--- src/rtl/fetch_decode_buffer.sv ---
// fetch_decode_buffer: Fetch->Decode decoupling queue.
// Holds up to DEPTH {instruction, PC} pairs in a circular buffer so Fetch can run
// ahead while Decode stalls. Decode always sees the oldest entry, or a zero bubble
// when the queue is empty. FlushD empties the queue on the next edge.
module fetch_decode_buffer #(
  parameter int N     = 32,
  parameter int PCW   = 32,
  parameter int DEPTH = 4
) (
  input  logic                         clk,
  input  logic                         rst,
  input  logic [N-1:0]                 InstrF,
  input  logic [PCW-1:0]               PCF,
  input  logic                         ValidF,
  output logic                         FullF,
  input  logic                         StallD,
  input  logic                         FlushD,
  output logic [N-1:0]                 InstrD,
  output logic [PCW-1:0]               PCD,
  output logic                         ValidD,
  output logic [$clog2(DEPTH+1)-1:0]   CountD
);

  localparam int PTRW = $clog2(DEPTH);
  localparam int CNTW = $clog2(DEPTH+1);

  logic [N-1:0]    instrMem [DEPTH];
  logic [PCW-1:0]  pcMem    [DEPTH];
  logic [PTRW-1:0] wrPtr;
  logic [PTRW-1:0] rdPtr;
  logic [CNTW-1:0] count;
  logic            push;
  logic            pop;

  // Status is derived from the registered count only, so FullF has no input path.
  assign FullF  = (count == CNTW'(DEPTH));
  assign ValidD = (count != '0);
  assign CountD = count;

  // A full queue refuses pushes even when the head pops in the same cycle;
  // a flush overrides both push and pop.
  assign push = ValidF & ~FullF & ~FlushD;
  assign pop  = ValidD & ~StallD & ~FlushD;

  // Head read mux: storage contents are only exposed while an entry is valid.
  always_comb begin
    InstrD = '0;
    PCD    = '0;
    if (ValidD) begin
      InstrD = instrMem[rdPtr];
      PCD    = pcMem[rdPtr];
    end
  end

  // Pointer and occupancy bookkeeping; pointers wrap naturally at DEPTH.
  always_ff @(posedge clk or negedge rst) begin
    if (!rst) begin
      wrPtr <= '0;
      rdPtr <= '0;
      count <= '0;
    end else if (FlushD) begin
      wrPtr <= '0;
      rdPtr <= '0;
      count <= '0;
    end else begin
      if (push) wrPtr <= wrPtr + PTRW'(1);
      if (pop)  rdPtr <= rdPtr + PTRW'(1);
      case ({push, pop})
        2'b10:   count <= count + CNTW'(1);
        2'b01:   count <= count - CNTW'(1);
        default: count <= count;
      endcase
    end
  end

  // Entry storage; cleared on reset so no stale instruction survives it.
  always_ff @(posedge clk or negedge rst) begin
    if (!rst) begin
      for (int i = 0; i < DEPTH; i++) begin
        instrMem[i] <= '0;
        pcMem[i]    <= '0;
      end
    end else if (push) begin
      instrMem[wrPtr] <= InstrF;
      pcMem[wrPtr]    <= PCF;
    end
  end

endmodule
--- config.mk ---
export PLATFORM = sky130hd
export DESIGN_NAME = fetch_decode_buffer
export DESIGN_NICKNAME = d
export VERILOG_FILES = /design/src/rtl/fetch_decode_buffer.sv
export SDC_FILE = /design/constraint.sdc
export NUM_CORES = 1
export LEC_CHECK = 0
export BUFFER_PORTS_ARGS = -buffer_cell sky130_fd_sc_hd__buf_2
export CAP_MARGIN = 20
export CORE_MARGIN = 2
export CORE_UTILIZATION = 40
export CTS_CLUSTER_SIZE = 24
export DETAILED_ROUTE_END_ITERATION = 10
export MAX_ROUTING_LAYER = met4
export REMOVE_ABC_BUFFERS = 1
export SLEW_MARGIN = 25
export SYNTH_ARGS = -nofsm -noshare
export SYNTH_HDL_FRONTEND = slang
export SYNTH_SLANG_ARGS = --single-unit
export TNS_END_PERCENT = 5
--- constraint.sdc ---
create_clock -name clk -period 4.6 [get_ports clk]
set_clock_uncertainty 0.2 [all_clocks]
set_input_delay 0.23 -clock clk [delete_from_list [all_inputs] [get_ports clk]]
set_output_delay 0.23 -clock clk [all_outputs]
set_load 0.02 [all_outputs]
==> results of run 1 <==
layout make-up:
class | instances | area share
diodes | 1 | 0.000165
clock buffers | 41 | 0.0542
clock inverters | 6 | 0.00528
inverters | 6 | 0.00149
multi-input cells | 433 | 0.368
flip-flops and latches | 263 | 0.435
well taps | 402 | 0.0332
repair buffers | 221 | 0.104
worst reg2reg max path, cell delays in order, from the launching register on:
cell and delay [ns]:
dfrtp_1 0.49, or3b_1 0.62, nand3_4 0.14, buf_4 0.56
buf_4 0.75, mux2_2 0.43
sequential cells by signal, summed over array words and instances, names as in the netlist:
register	cells
CountD	3
instrMem	128
pcMem	128
rdPtr	2
wrPtr	2
layout by cell type (no fill, tap or decap), drive strengths merged:
cell and count:
nand3 8, a211oi 1, o21a 1, buf 151, dfrtp 263, xor2 1
nand3b 4, nor4 1, nor3 1, mux4 64, clkinv 4, a31oi 2
a2111oi 1, nor2b 2, mux2 257, nor2 4, and2 64, o311ai 1
inv 6, dlygate4sd3 70, o41ai 1, a21oi 3, diode 1, fa 1
or3 3, clkbuf 41, or3b 1, bufinv 2, o21ai 5, ha 4
o211ai 1, and2b 2
kinds of logic after synthesis:
logic type,share of synthesized area
AO/OA/AOI/OAI,0.00799
XOR/XNOR,0.000690
adder cells (fa/ha/maj),0.00552
buffers and inverters,0.0425
flip-flops,0.519
multiplexers,0.377
AND/OR/NAND/NOR,0.0477
timing repair:
| action | 4_1_cts | 5_1_grt |
|---|---|---|
| buffers inserted | 0 | 0 |
| hold endpoints to repair | 384 | 30 |
| hold buffers | 69 | 1 |
| endpoints found under the setup margin | 0 | 0 |
per-stage QoR:
step	setup slack (ns)	power, W	util
6_report	1.23	0.00747	0.483
2_1_floorplan	0.703	0.00471	-
5_1_grt	1.12	0.00788	0.483
3_5_place_dp	1.29	0.00525	0.431
3_3_place_gp	1.33	0.00520	0.430
4_1_cts	1.15	0.00756	0.481
worst max-delay path by stage:
stage | start | endpoint | slack [ns] | cells past startpoint
floorplan | rdPtr[0] | InstrD[0] | 0.70 | 2
global placement | CountD[1] | pcMem[95] | 1.33 | 5
detailed placement | CountD[1] | pcMem[95] | 1.29 | 5
CTS | rdPtr[1] | InstrD[12] | 1.15 | 4
global route | rdPtr[1] | PCD[30] | 1.12 | 4
finish | rdPtr[1] | PCD[0] | 1.23 | 4
metal layers:
layer  GRT usage  vias to the layer above  part of all wire
li1            -                     3148                 -
met1       0.235                     3648              0.49
met2       0.260                      130              0.46
met3      0.0249                       35             0.037
met4      0.0332                        0             0.019
met5           -                        -                 0
where the power goes:
group          total, W  leakage (nW)  switching [W]  internal, W
registers       0.00332          3.31       0.000358      0.00296
clock network   0.00222         0.446       0.000891      0.00133
logic           0.00192          3.49       0.000689      0.00123
==> flow_summary.ini, run 1 <==
[min_path]
hold_class = in -> reg
min_path_cells = 3
min_to = pcMem[31]
min_from = PCF[31]

[setup_path]
crit_type = reg -> out
reg2reg_from = CountD[1]
cp_max_fo = 34
critPathArrivalTime_ns = 2.94
start_kind = register
worst_path_largest_cell_delay_ns = 1.03
worstReg2RegEnd = pcMem[95]
cp_top_family = flip-flops
slowest_stage = dfrtp_2
critPathRequiredTime_ns = 4.17
end_kind = output pin
rrSetupSlack_ns = 1.30
crit_chain = buf_4 -> mux4_2 -> and2_1 -> buf_2
worst-path-buf-inv = 2
r2r_cells = 5

[global_route]
grt_max_degree = 125
grt_pass1_vias = 7667
grt_overflow = 0
grt_usage = 0.167
antenna_found_initial = 1
grt_pass1_wl_mm = 43.0

[sta]
hold_viol = 0
tightest_slew_ns = 1.02
setup_viol = 0
slew_viol_final = 0
post-route-period-util = 0.734
max_slew_margin = 0.321
layout_min_cycle_time_ns = 3.37
hold-worst-slack_ns = 0.287
setup_tns_ns = 0
fmax_mhz = 296
grt_setup_unrepaired = false

[clocking]
clock_path_buffers = 3
clkLatencyLatePin_ns = 0.54
ctsResizeCount = 0
cts_tree = done
root_buffer = clkbuf_16
path_clk_slew_ns = 0.06
numClockSinks = 263
cts_buffers = 28
h-tree-depth = 1

[routing]
wl_per_cell_um = 19.0
ant_nets = 0
routed_via_density = 5.07
drt_wl_total_mm = 26.1
vias = 6961
drc = 0
drt_pass1_iterations = 4
drt_iter0_markers = 266

[cells_and_area]
nFillCells = 2743
final_cell_area_mm2 = 0.0152
ff_latch_area_mm2 = 0.00659
layout.nets = 1027
drive_gt1_frac = 0.534
final_cells = 1373
multiInputGateArea_mm2 = 0.00557
syn_to_final_growth_pct = 19.4

[synthesis]
synth_cells = 755
yosys-top-cells-area = dfrtp_1, mux2_4, mux2_2, mux4_2, and2_1
ys.flop_type = dfrtp_1
ys_seq_area_frac = 0.519
yosysWarnings = 0
synth_top_area_frac = 0.519
synth_cell_types = 36
synth-edff-count = 0
synth_area_leader_cell = dfrtp_1
postSynthAreaPerCell_um2 = 16.8
synth_commonest_cells = dfrtp_1, mux2_2, mux2_4
synthArstFlopShare = 1.00
netlist_area_mm2 = 0.0127
synth.most_common_cell = dfrtp_1
ys_ff_latch = 263

[power_and_ir_drop]
p_per_area_mw_per_mm2 = 493
ir_drop_v = 0.000350
p_leak_nw = 7.24

[die]
start_util = 0.404
die_x_um = 182
dieArea_mm2 = 0.0332
io_pins = 138
core_area_mm2 = 0.0314
die_y_um = 182
row_count = 65

[placement]
io_buffers = 137
place_hpwl_mm = 15.3
dp.cells = 1254
placed_area_mm2 = 0.0135
gp_congestion = 0.733

[run_status]
status = complete, no violations

[run]
drv_cap = 0
No activity file was read; power rests on OpenSTA's default activity.
==> run 2, diff against run 1 <==
--- a/config.mk
+++ b/config.mk
@@ -5,6 +5,7 @@
 export SDC_FILE = /design/constraint.sdc
 export NUM_CORES = 1
 export LEC_CHECK = 0
+export ABC_AREA = 1
 export BUFFER_PORTS_ARGS = -buffer_cell sky130_fd_sc_hd__buf_2
 export CAP_MARGIN = 20
 export CORE_MARGIN = 2
==> constraint.sdc (replaced) <==
create_clock -name clk -period 2.7 [get_ports clk]
set_clock_uncertainty 0.2 [all_clocks]
set_input_delay 0.135 -clock clk [delete_from_list [all_inputs] [get_ports clk]]
set_output_delay 0.135 -clock clk [all_outputs]
set_load 0.02 [all_outputs]
==> run 2 against run 1 <==
  * Sequential cell count is the same
  * Sequential share of layout area fell by 0.46 points
  * Non-clock buffer count rose by 19
  * Setup slack got worse by 1.1 ns
  * Worst hold slack worse by 0.27 ns
  * Area after synthesis up 0.67%
  * Synthesized cell count increased by 92%
  * Sequential power is 92% higher
  * Cell area rose by 1.1%
  * Utilization grew 0.39 points
  * Cell count grew 49%
  * Count of clock-buffer cells in the layout rose by 5
==> flow_summary.ini, run 2 <==
[setup_path]
crit_chain = clkinv_2 -> buf_4 -> o21ai_0 -> a21oi_1 -> buf_2
reg2reg_from = CountD[1]
start_kind = register
cp_max_fo = 20
startpoint = rdPtr[0]
critPathArrivalTime_ns = 2.24
crit_path_end = InstrD[30]
slowest_stage = dfrtp_4
end_kind = output pin
worst_path_largest_cell_delay_ns = 0.50
rrSetupSlack_ns = 0.15
worstReg2RegEnd = CountD[2]
r2r_cells = 8
critPathRequiredTime_ns = 2.37
crit_type = reg -> out

[global_route]
grt_usage = 0.200
grtUsageMet2 = 0.317
grt_pass1_wl_mm = 52.9
grtUsageMet1 = 0.282
grt_overflow = 0
grt_busiest_layer = met2
antenna_found_initial = 0
grt_max_degree = 67
use_met3 = 0.0208
grt_pass1_vias = 9997

[cells_and_area]
nFillCells = 3061
ff_latch_area_mm2 = 0.00659
layout_common_cells = nand2_1, dfrtp_1, nor2_1
mostFrequentLayoutCell = nand2_1
diodes = 0
layout.nets = 1690
drive_gt1_frac = 0.235
multiInputGateArea_mm2 = 0.00508
syn_to_final_growth_pct = 19.9

[sta]
layout_min_cycle_time_ns = 2.57
slew_viol_final = 0
setup_viol = 0
worst_slack_ns = 0.129
max_slew_margin = 0.667
setup_tns_ns = 0
hold_viol = 0
fmax_mhz = 389
tightest_slew_ns = 0.499
grt_setup_unrepaired = false
hold-worst-slack_ns = 0.0199
post-route-period-util = 0.952

[synthesis]
yosysWarnings = 0
synth_cell_types = 24
ys_ff_latch = 263
synth_cells = 1448
synth_top_area_frac = 0.515
synth-edff-count = 0
postSynthAreaPerCell_um2 = 8.82
ys_seq_area_frac = 0.515
synth_area_leader_cell = dfrtp_1
netlist_area_mm2 = 0.0128
synth_commonest_cells = nand2_1, dfrtp_1, nor2_1
ys.flop_type = dfrtp_1
synth.most_common_cell = nand2_1
yosys-top-cells-area = dfrtp_1, o21ai_2, nand2_1, nor2_1, o21ai_0
synthArstFlopShare = 1.00

[placement]
gp_congestion = 0.786
dp_worst_setup_slack_ns = 0.447
io_buffers = 137
place_hpwl_mm = 18.6

[clocking]
h-tree-depth = 1
cts_buffers = 30
root_buffer = clkbuf_16
path_clk_slew_ns = 0.06
cts_tree = done
numClockSinks = 263
clkLatencyLatePin_ns = 0.54
cts_setup_buffers = 0
clock_path_buffers = 3

[die]
row_count = 65
start_util = 0.406
core_area_mm2 = 0.0315
die_x_um = 183
io_pins = 138
die_y_um = 183
dieArea_mm2 = 0.0334

[routing]
ant_nets = 0
drt_pass1_iterations = 7
drt_iter0_markers = 842
vias = 10086
wl_per_cell_um = 15.4
drt_wl_total_mm = 31.4
drc = 0
routed_via_density = 4.94

[power_and_ir_drop]
ir_drop_v = 0.000486
p_per_area_mw_per_mm2 = 1120
p_leak_nw = 7.37

[run_status]
status = complete, no violations

[run]
drv_cap = 0

[min_path]
hold_class = in -> async
run 2: cell types whose count changed in the layout (fill, tap and decap cells not counted), sizes merged, moves of 18 or more:
cell | previous run | this run
o21ai | 5 | 387
nor2 | 4 | 258
a21oi | 3 | 68
mux4 | 64 | 0
mux2 | 257 | 0
inv | 6 | 76
buf | 151 | 169
and2 | 64 | 0
nand2 | 0 | 280
run 2: routing by layer:
metal	routed length, um	vias to the layer above
met4	407	0
met3	1330	34
li1	-	5059
met5	0	-
met1	15200	4796
met2	14500	197
run 2: layout make-up:
cell class                      instances  area share
Tap cell                              402      0.0328
Timing Repair Buffer                  240       0.122
Inverter                               77      0.0193
Sequential cell                       263       0.430
Clock inverter                          8     0.00604
Multi-Input combinational cell       1004       0.332
Clock buffer                           46      0.0576
run 2: worst max-delay path, delay by kind of cell, from the launching register on:
| family | cells | cell delay [ns] |
|---|---|---|
| compound gates | 2 | 0.41 |
| buf+inv | 3 | 0.79 |
| flops | 1 | 0.50 |
run 2: power breakdown:
| part | leakage (nW) | switching [W] | internal [W] | total [W] |
|---|---|---|---|---|
| clock network | 0.478 | 0.00157 | 0.00242 | 0.00399 |
| logic | 3.52 | 0.00429 | 0.00250 | 0.00679 |
| registers | 3.37 | 0.000828 | 0.00556 | 0.00639 |
run 2: how the worst min path moves through the flow:
stage / end / cells past startpoint / from / slack, ns
finish: instrMem[4] / 3 / rst / 0.02
global route: instrMem[4] / 3 / rst / 0.06
CTS: instrMem[4] / 3 / rst / 0.03
detailed placement: instrMem[4] / 1 / rst / -0.11
global placement: instrMem[4] / 1 / rst / -0.11
floorplan: CountD[0] / 0 / rst / -0.36
run 2: cell families after synthesis:
family                     Yosys count  synth area share
xor gates and xnor gates             1          0.000686
AOI/OAI and AO/OA                  455             0.225
adders and majority gates            5           0.00548
and+or+nand+nor                    543             0.164
buffers and inverters              181            0.0900
DFF                                263             0.515
run 2: repair_timing:
action	4_1_cts	5_1_grt
resized for setup	0	3
setup endpoints to repair	0	6
hold endpoints to repair	526	0
hold buffers	72	0
run 2: through the flow:
stage	utilization	cells	power (W)	instance area, um^2
2_1_floorplan	-	1344	0.0109	11900
3_3_place_gp	0.432	1914	0.0130	13600
3_5_place_dp	0.432	1914	0.0132	13600
4_1_cts	0.486	2040	0.0173	15300
5_1_grt	0.487	2040	0.0185	15300
6_report	0.487	2040	0.0172	15300
